--- src/rtl/dip_debouncer_if.sv ---
// DIP switch debouncer interface: raw switch inputs and debounced outputs.
// The optional change strobe exists only when DIP_DEBOUNCE_CHANGE_EN is defined.
interface dip_debouncer_if;
  logic [3:0] s1_raw;
  logic [3:0] s2_raw;
  logic [3:0] s1;
  logic [3:0] s2;
`ifdef DIP_DEBOUNCE_CHANGE_EN
  logic       changed;

  modport master (
    output s1_raw,
    output s2_raw,
    input  s1,
    input  s2,
    input  changed
  );

  modport slave (
    input  s1_raw,
    input  s2_raw,
    output s1,
    output s2,
    output changed
  );
`else
  modport master (
    output s1_raw,
    output s2_raw,
    input  s1,
    input  s2
  );

  modport slave (
    input  s1_raw,
    input  s2_raw,
    output s1,
    output s2
  );
`endif
endinterface

--- src/rtl/dip_debouncer.sv ---
// Eight-channel DIP switch debouncer ({s2_raw, s1_raw}).
// Each bit has a 2-flop synchronizer, a saturating qualification counter and a
// stable register. A bit is accepted after DEBOUNCE_CYCLES consecutive cycles
// of disagreement between its synchronized value and its stable value.
// Optional feature macro: DIP_DEBOUNCE_CHANGE_EN adds a one-cycle 'changed'
// strobe, high in the cycle after any stable bit updates.
module dip_debouncer #(
  parameter int DEBOUNCE_CYCLES = 60000,
  parameter int CNT_W           = 16
) (
  input  logic            clk,
  input  logic            reset,
  dip_debouncer_if.slave  dip
);

  localparam logic [CNT_W-1:0] CNT_MAX = CNT_W'(DEBOUNCE_CYCLES - 1);

  logic [7:0]       sync1;
  logic [7:0]       sync2;
  logic [7:0]       stable;
  logic [7:0]       upd;
  logic [CNT_W-1:0] cnt [8];

  // Two-flop synchronizer; nothing else ever looks at the raw switch bits.
  always_ff @(posedge clk) begin
    if (reset) begin
      sync1 <= '0;
      sync2 <= '0;
    end else begin
      sync1 <= {dip.s2_raw, dip.s1_raw};
      sync2 <= sync1;
    end
  end

  // A bit is accepted when it still disagrees and its counter has reached terminal count.
  always_comb begin
    upd = '0;
    for (int i = 0; i < 8; i++) begin
      upd[i] = (sync2[i] != stable[i]) && (cnt[i] == CNT_MAX);
    end
  end

  // Per-bit qualification counters: cleared on agreement or acceptance, so they never wrap.
  always_ff @(posedge clk) begin
    if (reset) begin
      for (int i = 0; i < 8; i++) begin
        cnt[i] <= '0;
      end
    end else begin
      for (int i = 0; i < 8; i++) begin
        if (sync2[i] == stable[i] || upd[i]) begin
          cnt[i] <= '0;
        end else begin
          cnt[i] <= cnt[i] + 1'b1;
        end
      end
    end
  end

  // Stable registers take the synchronized value only for accepted bits.
  always_ff @(posedge clk) begin
    if (reset) begin
      stable <= '0;
    end else begin
      stable <= (stable & ~upd) | (sync2 & upd);
    end
  end

  assign dip.s1 = stable[3:0];
  assign dip.s2 = stable[7:4];

`ifdef DIP_DEBOUNCE_CHANGE_EN
  logic changed_q;

  // Single strobe per edge no matter how many bits were accepted together.
  always_ff @(posedge clk) begin
    if (reset) begin
      changed_q <= 1'b0;
    end else begin
      changed_q <= |upd;
    end
  end

  assign dip.changed = changed_q;
`endif

endmodule

--- src/flat_wrapper.sv ---
// flat-port wrapper written by rule: the top's interface ports become plain ports
module dip_debouncer_flat 
#(
  parameter int DEBOUNCE_CYCLES = 60000,
  parameter int CNT_W           = 16
)
  (clk, reset, dip_s1_raw, dip_s2_raw, dip_s1, dip_s2);
  dip_debouncer_if dip_i ();
  input  logic clk;
  input  logic reset;
  input wire logic [$bits(dip_i.s1_raw)-1:0] dip_s1_raw;
  input wire logic [$bits(dip_i.s2_raw)-1:0] dip_s2_raw;
  output wire logic [$bits(dip_i.s1)-1:0] dip_s1;
  output wire logic [$bits(dip_i.s2)-1:0] dip_s2;
  assign dip_i.s1_raw = dip_s1_raw;
  assign dip_i.s2_raw = dip_s2_raw;
  assign dip_s1 = dip_i.s1;
  assign dip_s2 = dip_i.s2;
  dip_debouncer #(.DEBOUNCE_CYCLES(DEBOUNCE_CYCLES), .CNT_W(CNT_W)) u_core (.clk(clk), .reset(reset), .dip(dip_i));
endmodule
--- config.mk ---
export PLATFORM = sky130hd
export DESIGN_NAME = dip_debouncer_flat
export DESIGN_NICKNAME = d
export VERILOG_FILES = /design/src/rtl/dip_debouncer_if.sv /design/src/rtl/dip_debouncer.sv /design/src/flat_wrapper.sv
export SDC_FILE = /design/constraint.sdc
export NUM_CORES = 1
export LEC_CHECK = 0
export BUFFER_PORTS_ARGS = -buffer_cell sky130_fd_sc_hd__clkbuf_2
export CAP_MARGIN = 10
export CORE_ASPECT_RATIO = 0.7
export CORE_MARGIN = 2
export CORE_UTILIZATION = 35
export DETAILED_ROUTE_END_ITERATION = 6
export PLACE_DENSITY = 0.46
export SETUP_SLACK_MARGIN = 0.2
export SLEW_MARGIN = 25
export SYNTH_ARGS = -nofsm -noshare
export SYNTH_HDL_FRONTEND = slang
export SYNTH_SLANG_ARGS = --single-unit
--- constraint.sdc ---
create_clock -name clk -period 2.45 [get_ports clk]
set_input_delay 0.1225 -clock clk [delete_from_list [all_inputs] [get_ports clk]]
set_output_delay 0.1225 -clock clk [all_outputs]
set_load 0.005 [all_outputs]
==> run metrics, run 1 <==
initial DRC count 354; CTS tree built; global-route wire length before repair 23.9 mm; count of yosys warnings during synthesis 0; register bit total from synthesis about 150; H-Tree Depth 4; Crit. End Element register; largest net degree at the start of global routing 26; Initial Util 35.9%; Core ar. approximately 0.022 mm2; Pwr per Cell Area approximately 610 mW/mm2; CP Data Required Time 2.62 ns; post-synthesis cell count ~730; MaxCap Viol Count 0; Max clock buf depth 2; RSZ-0062 raised after global routing no; setup TNS 0 ns; Non-Filler Instances ~1,200; Worst-Skew Late Latency 0.42 ns; Post-synth EDFFs 128; root buf cell clkbuf_16; period utilization 88.2%; Worst slew margin around 65%; Hold Fails Final Rpt 0; crit path time final ~2.2 ns; Post-synth top flop edfxtp_1; die area 0.0236 mm2; Num CTS Buffers 17; crit path kind reg -> reg; Die Y 129 um; Post-Syn Area a little under 0.008 mm2; post-synthesis compound-gate area fraction less than 1%; Unique masters post-synth 46; met2 wire len 5.79 mm; vias per inst around 4.5; # DRC 0; largest family of logic cells by synthesized area simple AND/OR/NAND/NOR gates; f_max 463 MHz; worst slew pin tran ~0.53 ns; Max IR drop VDD between 0.4 and 0.5 mV; placed instance count around 1,100; top cells by count, synth 151 x nor2_1, 128 x edfxtp_1, 95 x xnor2_1, 46 x nand3_1, 39 x nand4_1; pre-CTS WS 0.220 ns; GRT Overall Usage 12.7%; IO buf count 17; Final GP Congestion roughly 0.83; crit path DAT 2.33 ns; WL final 13.9 mm; initial antenna violation count 0; final-layout fill cell count roughly 2,100; Post-Synth XOR/XNOR Area 13.1%; post-synth top area cell edfxtp_1; mux cell area share after synthesis slightly above 1%; Routed Antenna Nets 0; Routed WL per cell 11.7 um; met1 WL about 7.6 mm; Vias approximately 5,400; ranking of synthesized cells by area edfxtp_1 49%, xnor2_1 11%, nor2_1 7.3%; placed wire-length estimate 9.90 mm; Area Overhead vs Synth 19.9%; met3 WL 370 um; Rows 45; HP Class in -> reg; synthesized-area fraction occupied by adder cells 1.28%; gr ovfl total 0; sequential-to-total area share from yosys stat 55.3%; antenna cell count 0; startpoint types register; leakage 3.23 nW; highest metal used met4; # setup viols final 0; simple-gate share of the synthesized area 25.5%; top-count cell post-synth nor2_1; Post-Syn Area per Cell 10.8 um2; Sink Count 152; CP cell instances or4b_1 -> nor4_2 -> buf_4 -> or3_1 -> buf_12 -> nor2_1; status finished, final reports clean; post-route worst setup slack 0.288 ns; critical path's slowest cell or4b_1; 1st-pass router iterations 5; Slew Limit Fails 0; layout cells sized above 1 8.36%; # IOs 18; crit-path max cell delay 0.57 ns; final worst clock skew 0.00871 ns; Post-synth ARST share 0%; Layout Nets about 900; Clock Pin Slew Worst Setup and Hold Paths 0.06 ns; crit path max fanout 16; vias in the first global route 5,025; share of the synthesized area in the top cell type 49.2%; Die W 183 um
==> cell families (layout without fill, tap and decap cells) <==
family,count (synthesis),count (layout)
AND/OR/NAND/NOR,390,390
multiplexers,8,8
flip-flops,152,152
adder cells (fa/ha/maj),8,8
buffers and inverters,43,100
XOR/XNOR,117,117
AO/OA/AOI/OAI,6,6
other,1,128
==> cell usage in the layout (no fill, tap or decap), types with 2 or more instances in the layout <==
cell / count
or4b_1: 4
dlygate4sd3_1: 8
buf_4: 17
inv_6: 4
or4bb_1: 3
or3_1: 4
a21oi_1: 3
clkbuf_2: 17
nand2_1: 32
nor3_1: 25
dfxtp_1: 24
conb_1: 128
and3_1: 3
inv_4: 6
nand4b_1: 3
nand4_1: 39
ha_1: 7
edfxtp_1: 128
nor2_1: 151
nor4_1: 34
inv_1: 25
or2_1: 3
nor2b_1: 16
nor4_2: 3
clkbuf_16: 18
or2_2: 3
xnor2_1: 95
or4_1: 3
clkbuf_1: 2
nor4bb_1: 3
nand2b_1: 4
and4_1: 3
xor2_1: 22
nand3_1: 46
mux2i_1: 8
==> final timing paths <==
kind                                   start                              end  slack, ns  depth (start not counted)
max          u_core.cnt[1][23]$_SDFFCE_PN0P_  u_core.cnt[1][25]$_SDFFCE_PN0P_       0.29                          6
min                                    reset                         register       0.25                          2
max reg2reg  u_core.cnt[1][23]$_SDFFCE_PN0P_  u_core.cnt[1][25]$_SDFFCE_PN0P_       0.29                          6
min reg2reg       u_core.sync1[6]$_SDFF_PP0_       u_core.sync2[6]$_SDFF_PP0_       0.43                          1
==> critical path: cells and delay by family (launching register included) <==
kind	cells	cell delay, ns
buf+inv	2	0.33
flops	1	0.47
simple gates	4	1.11
==> timing repair <==
action | in CTS | in global routing
hold buffers | 8 | 0
resized for setup | 0 | 3
setup endpoints to repair | 0 | 32
endpoints found under the hold margin | 8 | 0
setup buffers | 0 | 4
==> report_power, final <==
part	internal, mW	switching, mW
Clock	1.40	1.08
Combinational	0.114	0.132
Sequential	2.91	0.114
Total	4.42	1.32
==> routing by layer <==
layer,track usage [%],up-vias
met1,18.4,2546
met4,4.13,0
li1,-,2809
met2,18.1,52
met5,0,-
met3,3.74,9
==> sequential cells by signal, indices dropped and copies added, names as in the netlist, named ones only <==
| name | cells |
|---|---|
| u_core.cnt | 128 |
| u_core.sync1 | 8 |
| u_core.sync2 | 8 |
==> per-stage QoR <==
step                power, mW  utilization (%)  instance area (um2)  hold WS (ns)
floorplan                3.24                -                 8290         0.251
global placement         3.30             39.9                 8690         0.332
global route             6.02             43.0                 9370         0.302
finish                   5.75             43.0                 9370         0.252
CTS                      5.84             42.8                 9320         0.271
detailed placement       3.30             39.9                 8690         0.337
==> layout make-up <==
cell class	count	area [um2]	share of cell area (%)
sequential	152	4320	46.1
clock buffer	21	472	5.03
timing repair buffer	43	313	3.34
tap	282	353	3.77
inverter	25	93.8	1.00
multi-input combinational	657	3730	39.9
clock inverter	11	81.3	0.868
(Power assumes the default switching activity.)
==> inputs of run 2 (changes only) <==
- PLACE_DENSITY: 0.46 -> 0.57
==> run 2 against run 1 <==
  * Register-to-register slack better by 0.02 ns
  * Utilization is 0.21 points higher
  * Count of clock-buffer cells in the layout down 2
  * Combinational power is essentially flat
  * Cell count grew 0.17%
  * Worst hold slack got worse by 0.023 ns
  * Highest routed layer unchanged
==> run metrics, run 2 (synthesized netlist as in run 1, its figures left out) <==
status finished, final reports clean (unchanged); # setup viols final 0 (unchanged); HP Class in -> reg (unchanged); max FFs per register 128 (unchanged); Non-Filler Instances 1,193 (was 1,191); Finished Cell Area 0.00942 mm2 (was 0.00937 mm2); placed wire-length estimate 9.59 mm (was 9.90 mm); cell family with most CP delay simple AND/OR/NAND/NOR gates (unchanged); Clock Pin Slew Worst Setup and Hold Paths 0.07 ns (was 0.06 ns); top flop regs u_core.cnt x128, u_core.sync1 x8, u_core.sync2 x8 (unchanged); Worst-Skew Late Latency 0.43 ns (was 0.42 ns); Vias 5,385 (was 5,416); global-route wire length before repair 23.5 mm (was 23.9 mm); Routed WL per cell 11.3 um (was 11.7 um); register area 0.00432 mm2 (unchanged); largest net degree at the start of global routing 22 (was 26); most common cell after layout, fill and taps aside nor2_1 (unchanged); Die W 183 um (unchanged); critical path's slowest cell or4_4 (was or4b_1); initial DRC count 389 (was 354); crit path max fanout 14 (was 16); most frequent cells in the layout 151 x nor2_1, 128 x edfxtp_1, 128 x conb_1 (unchanged); Pwr per Cell Area 622 mW/mm2 (was 613 mW/mm2); f_max 467 MHz (was 463 MHz); hold_ws 0.228 ns (was 0.252 ns); die area 0.0236 mm2 (unchanged); # DRC 0 (unchanged); CTS tree built (unchanged); Routed Antenna Nets 0 (unchanged); CP Data Required Time 2.63 ns (was 2.62 ns); Area Overhead vs Synth 20.5% (was 19.9%); final-layout fill cell count 2,146 (was 2,114); CP bufs+invs 0 (was 2); H-Tree Depth 4 (unchanged); Final GP Congestion 0.796 (was 0.831); initial antenna violation count 0 (unchanged); root buf cell clkbuf_16 (unchanged); startpoint types register (unchanged); RSZ-0062 raised after global routing no (unchanged); worst slew pin tran 0.511 ns (was 0.526 ns); crit-path max cell delay 0.58 ns (was 0.57 ns); multi-input logic area 0.00374 mm2 (was 0.00373 mm2); antenna cell count 0 (unchanged); Worst slew margin 65.8% (was 64.9%); Crit. End Element register (unchanged); crit path kind reg -> reg (unchanged); crit path DAT 2.32 ns (was 2.33 ns); Rows 45 (unchanged); vias in the first global route 4,930 (was 5,025); setup TNS 0 ns (unchanged); Top reg by flops u_core.cnt (unchanged); crit path time final 2.14 ns (was 2.16 ns); Area after DPL 0.00871 mm2 (was 0.00869 mm2); GRT Overall Usage 12.5% (was 12.7%); Max clock buf depth 2 (unchanged); Sink Count 152 (unchanged); MaxCap Viol Count 0 (unchanged); # IOs 18 (unchanged); Num CTS Buffers 17 (unchanged); final worst clock skew 0.00575 ns (was 0.00871 ns); WL final 13.5 mm (was 13.9 mm); vias per inst 4.51 (was 4.55); placed instance count 1,151 (was 1,147); period utilization 87.4% (was 88.2%); IO buf count 17 (unchanged); Core ar. 0.0218 mm2 (unchanged); Hold Fails Final Rpt 0 (unchanged); Layout Nets 916 (was 914); Die Y 129 um (unchanged); CP cell instances or4b_1 -> or4_4 -> nand2b_4 -> nor2_1 (was or4b_1 -> nor4_2 -> buf_4 -> or3_1 -> buf_12 -> nor2_1); Max IR drop VDD 0.424 mV (was 0.458 mV); gr ovfl total 0 (unchanged); Slew Limit Fails 0 (unchanged); 1st-pass router iterations 4 (was 5); Initial Util 35.9% (unchanged); layout cells sized above 1 8.89% (was 8.36%); leakage 3.24 nW (was 3.23 nW)
run 2: cell types whose count changed in the layout (fill, tap and decap cells not counted), moves of 2 or more:
cell | before | now
buf_4 | 17 | 20
clkbuf_1 | 2 | 0
inv_4 | 6 | 0
clkinv_4 | 1 | 3
nor4_2 | 3 | 5
inv_8 | 0 | 5
run 2: worst paths after layout:
| kind | depth (start not counted) | end | slack, ns | start |
|---|---|---|---|---|
| setup reg to reg | 4 | u_core.cnt[3][19]$_SDFFCE_PP0P_ | 0.31 | u_core.cnt[3][23]$_SDFFCE_PP0P_ |
| hold / removal | 2 | register | 0.23 | reset |
| setup / recovery | 4 | u_core.cnt[3][19]$_SDFFCE_PP0P_ | 0.31 | u_core.cnt[3][23]$_SDFFCE_PP0P_ |
| hold reg to reg | 1 | u_core.sync2[2]$_SDFF_PP0_ | 0.44 | u_core.sync1[2]$_SDFF_PP0_ |
run 2: through the flow:
stage          utilization [%]  setup slack (ns)  total power [mW]
2_1_floorplan                -             0.318              3.24
3_3_place_gp              40.0             0.279              3.30
3_5_place_dp              40.0             0.237              3.31
4_1_cts                   43.0             0.223              5.95
5_1_grt                   43.2             0.217              6.12
6_report                  43.2             0.310              5.86
run 2: area by class of cell:
class | count | area share, %
flip-flops and latches | 152 | 45.9
multi-input cells | 657 | 39.7
clock buffers | 19 | 4.93
well taps | 282 | 3.75
repair buffers | 45 | 3.35
clock inverters | 13 | 1.33
inverters | 25 | 0.996
run 2: repair_timing:
item,in CTS,in global routing
resized for setup,0,4
buffers inserted,0,2
setup endpoints to repair,0,43
hold buffers,8,0
hold endpoints to repair,8,0
run 2: per-layer routing:
metal	vias up	GRT usage [%]	wire length, um
met5	-	0	0
met4	0	5.27	212
met3	16	2.95	437
met2	61	17.4	5440
met1	2495	18.4	7440
li1	2813	-	-
run 2: power by group:
group,internal [mW],switching [mW]
combinational,0.115,0.131
clock,1.44,1.16
sequential,2.91,0.114
